--- config.mk ---
export PLATFORM = sky130hd
export DESIGN_NAME = qei_decoder_core_flat
export DESIGN_NICKNAME = d
export VERILOG_FILES = /design/src/rtl/qei_decoder_core_if.sv /design/src/rtl/qei_decoder_core.sv /design/src/flat_wrapper.sv
export SDC_FILE = /design/constraint.sdc
export NUM_CORES = 1
export LEC_CHECK = 0
export ABC_AREA = 1
export ABC_CLOCK_PERIOD_IN_PS = 2600
export BUFFER_PORTS_ARGS = -buffer_cell sky130_fd_sc_hd__buf_2
export CAP_MARGIN = 20
export CELL_PAD_IN_SITES_DETAIL_PLACEMENT = 1
export CELL_PAD_IN_SITES_GLOBAL_PLACEMENT = 2
export CORE_UTILIZATION = 28
export CTS_BUF_LIST = sky130_fd_sc_hd__clkbuf_2 sky130_fd_sc_hd__clkbuf_4 sky130_fd_sc_hd__clkbuf_8
export CTS_CLUSTER_SIZE = 8
export DETAILED_ROUTE_END_ITERATION = 7
export GPL_ROUTABILITY_DRIVEN = 0
export PLACE_DENSITY = 0.84
export SLEW_MARGIN = 30
export SYNTH_ARGS = -nofsm -noshare
export SYNTH_HDL_FRONTEND = slang
export SYNTH_SLANG_ARGS = --single-unit
--- constraint.sdc ---
create_clock -name clk -period 2.6 [get_ports clk]
set_input_delay 0.39 -clock clk [delete_from_list [all_inputs] [get_ports clk]]
set_output_delay 0.39 -clock clk [all_outputs]
set_load 0.05 [all_outputs]
--- src/rtl/qei_decoder_core_if.sv ---
// Bus bundle for qei_decoder_core: control inputs, raw encoder pins and decoded outputs.
// Clock and reset stay as plain ports on the core.
`timescale 1ns/1ps

interface qei_if #(
    parameter int CNT_W = 16
);
    logic             ena;
    logic             enc_a;
    logic             enc_b;
    logic             enc_z;
    logic [1:0]       mode;
    logic             z_clear_en;
    logic             load;
    logic [CNT_W-1:0] preset_val;
    logic             clr;
    logic             err_clr;
    logic [CNT_W-1:0] count;
    logic             dir;
    logic             step;
    logic             err;
    logic             index_seen;
    logic [CNT_W-1:0] cap_count;

    // Side that drives pins and controls and observes the position outputs.
    modport master (
        output ena, enc_a, enc_b, enc_z, mode, z_clear_en, load, preset_val, clr, err_clr,
        input  count, dir, step, err, index_seen, cap_count
    );

    // Decoder side.
    modport slave (
        input  ena, enc_a, enc_b, enc_z, mode, z_clear_en, load, preset_val, clr, err_clr,
        output count, dir, step, err, index_seen, cap_count
    );
endinterface

--- src/rtl/qei_decoder_core.sv ---
// Parametrised quadrature encoder decoder.
// A/B/Z are synchronised, deglitched, then {A,B} transitions are decoded in
// x4/x2/x1 resolution into a wrapping position count, with index capture,
// preset load, clear, sticky illegal-transition error and a per-count step pulse.
`timescale 1ns/1ps

module qei_decoder_core #(
    parameter int CNT_W       = 16,
    parameter int SYNC_STAGES = 2,
    parameter int FILT_CYCLES = 3
) (
    input logic  clk,
    input logic  rst_n,
    qei_if.slave bus
);

    localparam int FC_W = (FILT_CYCLES > 1) ? $clog2(FILT_CYCLES) : 1;
    localparam int WU_W = $clog2(SYNC_STAGES + 1);

    localparam logic [1:0] MODE_X2 = 2'b01;
    localparam logic [1:0] MODE_X1 = 2'b10;

    // Next state going forward around 00 -> 01 -> 11 -> 10 -> 00.
    function automatic logic [1:0] fwd_next(input logic [1:0] s);
        logic [1:0] n;
        case (s)
            2'b00:   n = 2'b01;
            2'b01:   n = 2'b11;
            2'b11:   n = 2'b10;
            default: n = 2'b00;
        endcase
        return n;
    endfunction

    // Whether a legal forward step landing in cur is counted at this resolution.
    function automatic logic fwd_counts(input logic [1:0] md, input logic [1:0] cur);
        logic c;
        case (md)
            MODE_X2: c = (cur == 2'b11) || (cur == 2'b00);
            MODE_X1: c = (cur == 2'b11);
            default: c = 1'b1;
        endcase
        return c;
    endfunction

    // Whether a legal backward step landing in cur is counted at this resolution.
    function automatic logic bwd_counts(input logic [1:0] md, input logic [1:0] cur);
        logic c;
        case (md)
            MODE_X2: c = (cur == 2'b01) || (cur == 2'b10);
            MODE_X1: c = (cur == 2'b01);
            default: c = 1'b1;
        endcase
        return c;
    endfunction

    // ------------------------------------------------------------------
    // Synchroniser: bit 2 = Z, bit 1 = A, bit 0 = B
    // ------------------------------------------------------------------
    logic [SYNC_STAGES-1:0][2:0] sync_q, sync_d;
    logic [2:0]                  sync_out;

    // Shift raw pins through the synchroniser chain.
    always_comb begin
        sync_d = {sync_q[SYNC_STAGES-2:0], {bus.enc_z, bus.enc_a, bus.enc_b}};
    end

    // Synchroniser registers.
    always_ff @(posedge clk) begin
        if (!rst_n) sync_q <= '0;
        else        sync_q <= sync_d;
    end

    assign sync_out = sync_q[SYNC_STAGES-1];

    // ------------------------------------------------------------------
    // Deglitch filter: new level accepted after FILT_CYCLES equal samples
    // ------------------------------------------------------------------
    logic [2:0] filt;

    generate
        if (FILT_CYCLES == 0) begin : g_bypass
            assign filt = sync_out;
        end else begin : g_filt
            logic [2:0]           filt_q, filt_d;
            logic [2:0][FC_W-1:0] fcnt_q, fcnt_d;

            // Count consecutive samples that disagree with the accepted level.
            always_comb begin
                filt_d = filt_q;
                fcnt_d = fcnt_q;
                for (int i = 0; i < 3; i++) begin
                    if (sync_out[i] == filt_q[i]) begin
                        fcnt_d[i] = '0;
                    end else if (fcnt_q[i] == FC_W'(FILT_CYCLES - 1)) begin
                        filt_d[i] = sync_out[i];
                        fcnt_d[i] = '0;
                    end else begin
                        fcnt_d[i] = fcnt_q[i] + 1'b1;
                    end
                end
            end

            // Filter level and run-length registers.
            always_ff @(posedge clk) begin
                if (!rst_n) begin
                    filt_q <= '0;
                    fcnt_q <= '0;
                end else begin
                    filt_q <= filt_d;
                    fcnt_q <= fcnt_d;
                end
            end

            assign filt = filt_q;
        end
    endgenerate

    // ------------------------------------------------------------------
    // Decode and position datapath
    // ------------------------------------------------------------------
    logic [1:0]       ab_cur;
    logic             z_cur;
    logic             z_rise;
    logic             wu_done;
    logic             prime_now;
    logic             dec_step;
    logic             dec_fwd;
    logic             bad_move;

    logic [WU_W-1:0]  wu_q, wu_d;
    logic             primed_q, primed_d;
    logic [1:0]       prev_q, prev_d;
    logic             z_prev_q, z_prev_d;
    logic [CNT_W-1:0] count_q, count_d;
    logic             dir_q, dir_d;
    logic             step_q, step_d;
    logic             err_q, err_d;
    logic             seen_q, seen_d;
    logic [CNT_W-1:0] cap_q, cap_d;

    assign ab_cur  = filt[1:0];
    assign z_cur   = filt[2];
    assign z_rise  = z_cur & ~z_prev_q;
    assign wu_done = (wu_q == WU_W'(SYNC_STAGES));
    // Prime only once the synchroniser holds real pin data and the filter agrees with it,
    // so a non-zero resting level after reset is not mistaken for a transition.
    assign prime_now = ~primed_q & wu_done & (sync_out[1:0] == ab_cur);

    // Classify the filtered {A,B} change against the previous state.
    always_comb begin
        dec_step = 1'b0;
        dec_fwd  = 1'b0;
        bad_move = 1'b0;
        if (primed_q && (ab_cur != prev_q)) begin
            if (ab_cur == fwd_next(prev_q)) begin
                dec_fwd  = 1'b1;
                dec_step = fwd_counts(bus.mode, ab_cur);
            end else if (prev_q == fwd_next(ab_cur)) begin
                dec_step = bwd_counts(bus.mode, ab_cur);
            end else begin
                bad_move = 1'b1;
            end
        end
        dec_step = dec_step & bus.ena;
        bad_move = bad_move & bus.ena;
    end

    // Warm-up, priming, count priority, index capture and sticky flags.
    always_comb begin
        wu_d     = wu_done ? wu_q : wu_q + 1'b1;
        primed_d = primed_q | prime_now;
        prev_d   = (primed_q || prime_now) ? ab_cur : prev_q;
        z_prev_d = z_cur;
        count_d  = count_q;
        dir_d    = dec_step ? dec_fwd : dir_q;
        step_d   = 1'b0;
        err_d    = err_q;
        seen_d   = seen_q;
        cap_d    = cap_q;

        if (bus.load) begin
            count_d = bus.preset_val;
        end else if (bus.clr) begin
            count_d = '0;
        end else if (z_rise && bus.z_clear_en) begin
            count_d = '0;
        end else if (dec_step) begin
            count_d = dec_fwd ? count_q + 1'b1 : count_q - 1'b1;
            step_d  = 1'b1;
        end

        if (z_rise) begin
            cap_d  = count_q;
            seen_d = 1'b1;
        end else if (bus.clr) begin
            seen_d = 1'b0;
        end

        if (bad_move)         err_d = 1'b1;
        else if (bus.err_clr) err_d = 1'b0;
    end

    // Decoder state and output registers.
    always_ff @(posedge clk) begin
        if (!rst_n) begin
            wu_q     <= '0;
            primed_q <= 1'b0;
            prev_q   <= '0;
            z_prev_q <= 1'b0;
            count_q  <= '0;
            dir_q    <= 1'b0;
            step_q   <= 1'b0;
            err_q    <= 1'b0;
            seen_q   <= 1'b0;
            cap_q    <= '0;
        end else begin
            wu_q     <= wu_d;
            primed_q <= primed_d;
            prev_q   <= prev_d;
            z_prev_q <= z_prev_d;
            count_q  <= count_d;
            dir_q    <= dir_d;
            step_q   <= step_d;
            err_q    <= err_d;
            seen_q   <= seen_d;
            cap_q    <= cap_d;
        end
    end

    assign bus.count      = count_q;
    assign bus.dir        = dir_q;
    assign bus.step       = step_q;
    assign bus.err        = err_q;
    assign bus.index_seen = seen_q;
    assign bus.cap_count  = cap_q;

endmodule
--- src/flat_wrapper.sv ---
// flat-port wrapper written by rule: the top's interface ports become plain ports
module qei_decoder_core_flat 
#(
    parameter int CNT_W       = 16,
    parameter int SYNC_STAGES = 2,
    parameter int FILT_CYCLES = 3
)
  (clk, rst_n, bus_ena, bus_enc_a, bus_enc_b, bus_enc_z, bus_mode, bus_z_clear_en, bus_load, bus_preset_val, bus_clr, bus_err_clr, bus_count, bus_dir, bus_step, bus_err, bus_index_seen, bus_cap_count);
  qei_if #(.CNT_W(CNT_W)) bus_i ();
  input logic clk;
  input logic rst_n;
  input wire logic [$bits(bus_i.ena)-1:0] bus_ena;
  input wire logic [$bits(bus_i.enc_a)-1:0] bus_enc_a;
  input wire logic [$bits(bus_i.enc_b)-1:0] bus_enc_b;
  input wire logic [$bits(bus_i.enc_z)-1:0] bus_enc_z;
  input wire logic [$bits(bus_i.mode)-1:0] bus_mode;
  input wire logic [$bits(bus_i.z_clear_en)-1:0] bus_z_clear_en;
  input wire logic [$bits(bus_i.load)-1:0] bus_load;
  input wire logic [$bits(bus_i.preset_val)-1:0] bus_preset_val;
  input wire logic [$bits(bus_i.clr)-1:0] bus_clr;
  input wire logic [$bits(bus_i.err_clr)-1:0] bus_err_clr;
  output wire logic [$bits(bus_i.count)-1:0] bus_count;
  output wire logic [$bits(bus_i.dir)-1:0] bus_dir;
  output wire logic [$bits(bus_i.step)-1:0] bus_step;
  output wire logic [$bits(bus_i.err)-1:0] bus_err;
  output wire logic [$bits(bus_i.index_seen)-1:0] bus_index_seen;
  output wire logic [$bits(bus_i.cap_count)-1:0] bus_cap_count;
  assign bus_i.ena = bus_ena;
  assign bus_i.enc_a = bus_enc_a;
  assign bus_i.enc_b = bus_enc_b;
  assign bus_i.enc_z = bus_enc_z;
  assign bus_i.mode = bus_mode;
  assign bus_i.z_clear_en = bus_z_clear_en;
  assign bus_i.load = bus_load;
  assign bus_i.preset_val = bus_preset_val;
  assign bus_i.clr = bus_clr;
  assign bus_i.err_clr = bus_err_clr;
  assign bus_count = bus_i.count;
  assign bus_dir = bus_i.dir;
  assign bus_step = bus_i.step;
  assign bus_err = bus_i.err;
  assign bus_index_seen = bus_i.index_seen;
  assign bus_cap_count = bus_i.cap_count;
  qei_decoder_core #(.CNT_W(CNT_W), .SYNC_STAGES(SYNC_STAGES), .FILT_CYCLES(FILT_CYCLES)) u_core (.clk(clk), .rst_n(rst_n), .bus(bus_i));
endmodule
==> flow_summary.json <==
{
  "insertion_delay_ns": 0.35,
  "endpoint": "u_core.bus.count[14]$_SDFFE_PN0P_",
  "netlist_instances": 525,
  "finalWirelength_um": 10600,
  "syn_area_um2": 3390,
  "fin_crit_sh_pct": 91.5,
  "synth_area_leader_cell": "dfxtp_1",
  "finalSetupTns_ns": 0,
  "synth_edf_count": 0,
  "antenna_found_initial": 0,
  "crit_fanout": 13,
  "synth_nets": 580,
  "r2r_slack_ns": 0.22,
  "finalCriticalPeriod_ns": 2.38,
  "worstPathRequired_ns": 2.84,
  "setup.worst_path.start_class": "flip-flop",
  "crit_top_cell": "nand2_1",
  "critPathMaxStageDelay_ns": 0.37,
  "max_cap_viol_count": 0,
  "ir_drop_mv": 0.223,
  "multi_input_area_um2": 2000,
  "worstSetupStartpoint": "u_core.prev_q[0]$_SDFFE_PN0P_",
  "core-area_um2": 11600,
  "grt_pass1_vias": 3571,
  "track_usage_pct": 17.9,
  "async_flop_share_pct": 0,
  "worstMarginPinSlew_ns": 0.576,
  "clk_path_buf_depth": 2,
  "critPathKind": "reg2reg",
  "overflow": 0,
  "cp_num_cells": 17,
  "slew_violations": 0,
  "wl_met3_um": 280,
  "clock_skew_ns": 0.00867,
  "wl_met2_um": 4840,
  "vias": 3466,
  "ctsHoldBuffers": 0,
  "post-dp-hpwl_um": 8220,
  "viasPerCell": 4.65,
  "synthTopCellsByCount": "143 x nand2_1, 92 x nor2_1, 67 x inv_1, 57 x dfxtp_1, 28 x o21ai_0",
  "dominantRegCellSynth": "dfxtp_1",
  "yosysWarnings": 0,
  "synth.distinct_cells": 32,
  "path_cells": "inv_1 -> nand2_1 -> nand2_1 -> nor2_4 -> nand3_4 -> buf_8 -> ha_1 -> nand2_1 -> nand3_1 -> nand2_1 -> nand2_1 -> nand2_1 -> nand3_1 -> nand2_1 -> nor2_1 -> nor2_1 -> nor2_1",
  "drc_errors": 2,
  "clk_pin_slew_ns": 0.07,
  "yosys-top-cells-area": "dfxtp_1 34%, nand2_1 16%, nor2_1 10%",
  "area_growth_syn_to_layout_pct": 24.5,
  "worst-path-buf-inv": 2,
  "yosysSeqAreaShare_pct": 33.6,
  "hp-class": "in2reg",
  "cellLeakagePower_nw": 2.27,
  "cts_setup_buffers": 0,
  "portBuffers": 63,
  "final_net_count": 652,
  "netlist.area_leader.share_pct": 33.6,
  "cts_buffers": 9,
  "die_area_um2": 12600,
  "wire_per_inst_um": 14.2,
  "grt_pass1_wl_um": 17700,
  "ant_nets": 0,
  "final_hold_viol_count": 0,
  "timing.rr.end": "u_core.bus.count[14]$_SDFFE_PN0P_",
  "layout-drive-gt1-share_pct": 21.6,
  "tritoncts": "yes",
  "path_delay_family": "simple AND/OR/NAND/NOR gates",
  "post-synth-top-count-cell": "nand2_1",
  "finalNonFillerCells": 745,
  "diodes": 0,
  "placed_cells": 729,
  "grt_max_degree": 28,
  "die_x_um": 112,
  "n_fill_cell": 1512,
  "cts-htree-levels": 3,
  "maxSlewHeadroom_pct": 61.5,
  "ys_seq_elements": 57,
  "top_layer_used": "met4",
  "r2r_cells": 17,
  "floorplan.initialDensity_pct": 29.2,
  "status": "complete, but fails checks",
  "drt_iter0_markers": 120,
  "syn_area_per_cell_um2": 6.46,
  "fp-row-count": 39,
  "crit_arrival_ns": 2.62,
  "cts_num_sinks": 57,
  "critPathSlowestCell": "dfxtp_2",
  "io_pins": 64,
  "max_freq_mhz": 420,
  "r2r_start": "u_core.prev_q[0]$_SDFFE_PN0P_",
  "end_kind": "flip-flop",
  "first_pass_iters": 6,
  "violations": "design-rule violations",
  "finalSetupViolCount": 0,
  "ff_latch_area_um2": 1150,
  "wirelength_met1_um": 5360,
  "chipHeight_um": 112,
  "powerDensity_nw_per_um2": 667,
  "cts_root_buffer": "clkbuf_8"
}
## through the flow
step | total power, mW | setup slack (ns) | hold slack, ns | util [%] | area, um2
2_1_floorplan | 1.59 | 0.148 | 0.390 | - | 3400
3_3_place_gp | 1.82 | 0.0285 | 0.399 | 33.6 | 3900
3_5_place_dp | 1.84 | -0.0971 | 0.405 | 33.6 | 3900
4_1_cts | 2.83 | 0.0221 | 0.212 | 35.7 | 4140
5_1_grt | 3.01 | -0.00624 | 0.220 | 36.4 | 4220
6_report | 2.82 | 0.221 | 0.222 | 36.4 | 4220
## registers in the layout, summed over array words and instances, names as in the netlist
name                   cells
u_core.bus.step            1
u_core.bus.index_seen      1
u_core.bus.err             1
u_core.z_prev_q            1
u_core.sync_d              3
u_core.g_filt.fcnt_q       6
u_core.filt                3
u_core.sync_out            3
u_core.wu_q                2
u_core.bus.count          16
u_core.prev_q              2
u_core.bus.dir             1
u_core.primed_q            1
u_core.bus.cap_count      16
## layout make-up
class                   count  area share, %
clock buffers              10           3.26
clock inverters             6           2.10
inverters                  74           6.58
multi-input cells         382           47.3
flip-flops and latches     57           27.1
well taps                 143           4.24
repair buffers             73           9.42
## layout by cell type (no fill, tap or decap), types with 2 or more instances in the layout
cell	count
nand2_1	140
nor2_1	90
inv_1	67
buf_2	63
dfxtp_1	53
o21ai_0	28
a21oi_1	26
ha_1	20
nand3_1	19
o21ai_1	14
nand2_2	10
clkbuf_8	10
buf_4	9
inv_2	7
nor2_2	4
ha_4	4
dfxtp_2	4
nor2_4	2
o211ai_1	2
nand2_4	2
nor3_2	2
or2_2	2
xnor2_1	2
nand4_1	2
a22o_1	2
ha_2	2
bufinv_16	2
clkinvlp_4	2
## per-layer routing
metal | vias up | track usage (%)
li1 | 1780 | -
met1 | 1624 | 24.1
met2 | 53 | 29.4
met3 | 9 | 3.08
met4 | 0 | 5.16
met5 | - | 0
## report_power, final
| group | leakage, nW | internal (mW) | switching (mW) |
|---|---|---|---|
| combinational | 1.70 | 0.291 | 0.558 |
| clock | 0.109 | 0.567 | 0.396 |
| sequential | 0.467 | 0.935 | 0.0723 |
## worst min-delay path: stages
cell and delay, ns:
buf_2 0.07, nand2_1 0.04, inv_1 0.04
## logic make-up (layout without fill, tap and decap cells)
logic type	Yosys count	after routing	synth area share [%]
simple gates	277	277	33.6
fa+ha+maj	27	27	10.2
xor+xnor	3	3	0.775
flops	57	57	33.6
compound gates	75	75	11.7
buf+inv	86	163	10.1
## how the worst min path moves through the flow
stage / endpoint / cells after the start / start
after floorplan: u_core.sync_out[0]$_SDFF_PN0_ / 2 / u_core.sync_d[3]$_SDFF_PN0_
after global placement: u_core.g_filt.fcnt_q[2]$_SDFF_PP0_ / 1 / u_core.g_filt.fcnt_q[2]$_SDFF_PP0_
after CTS: u_core.sync_d[4]$_SDFF_PN0_ / 3 / bus_enc_a
after detailed placement: u_core.g_filt.fcnt_q[4]$_SDFF_PP0_ / 1 / u_core.g_filt.fcnt_q[4]$_SDFF_PP0_
final: u_core.sync_d[5]$_SDFF_PN0_ / 3 / bus_enc_z
after global routing: u_core.sync_d[5]$_SDFF_PN0_ / 3 / bus_enc_z
## repair_timing
action / in CTS / in global routing
cloned: 0 / 0
gates resized for setup: 5 / 18
setup endpoints to repair: 4 / 9
No activity file was read; power rests on OpenSTA's default activity.
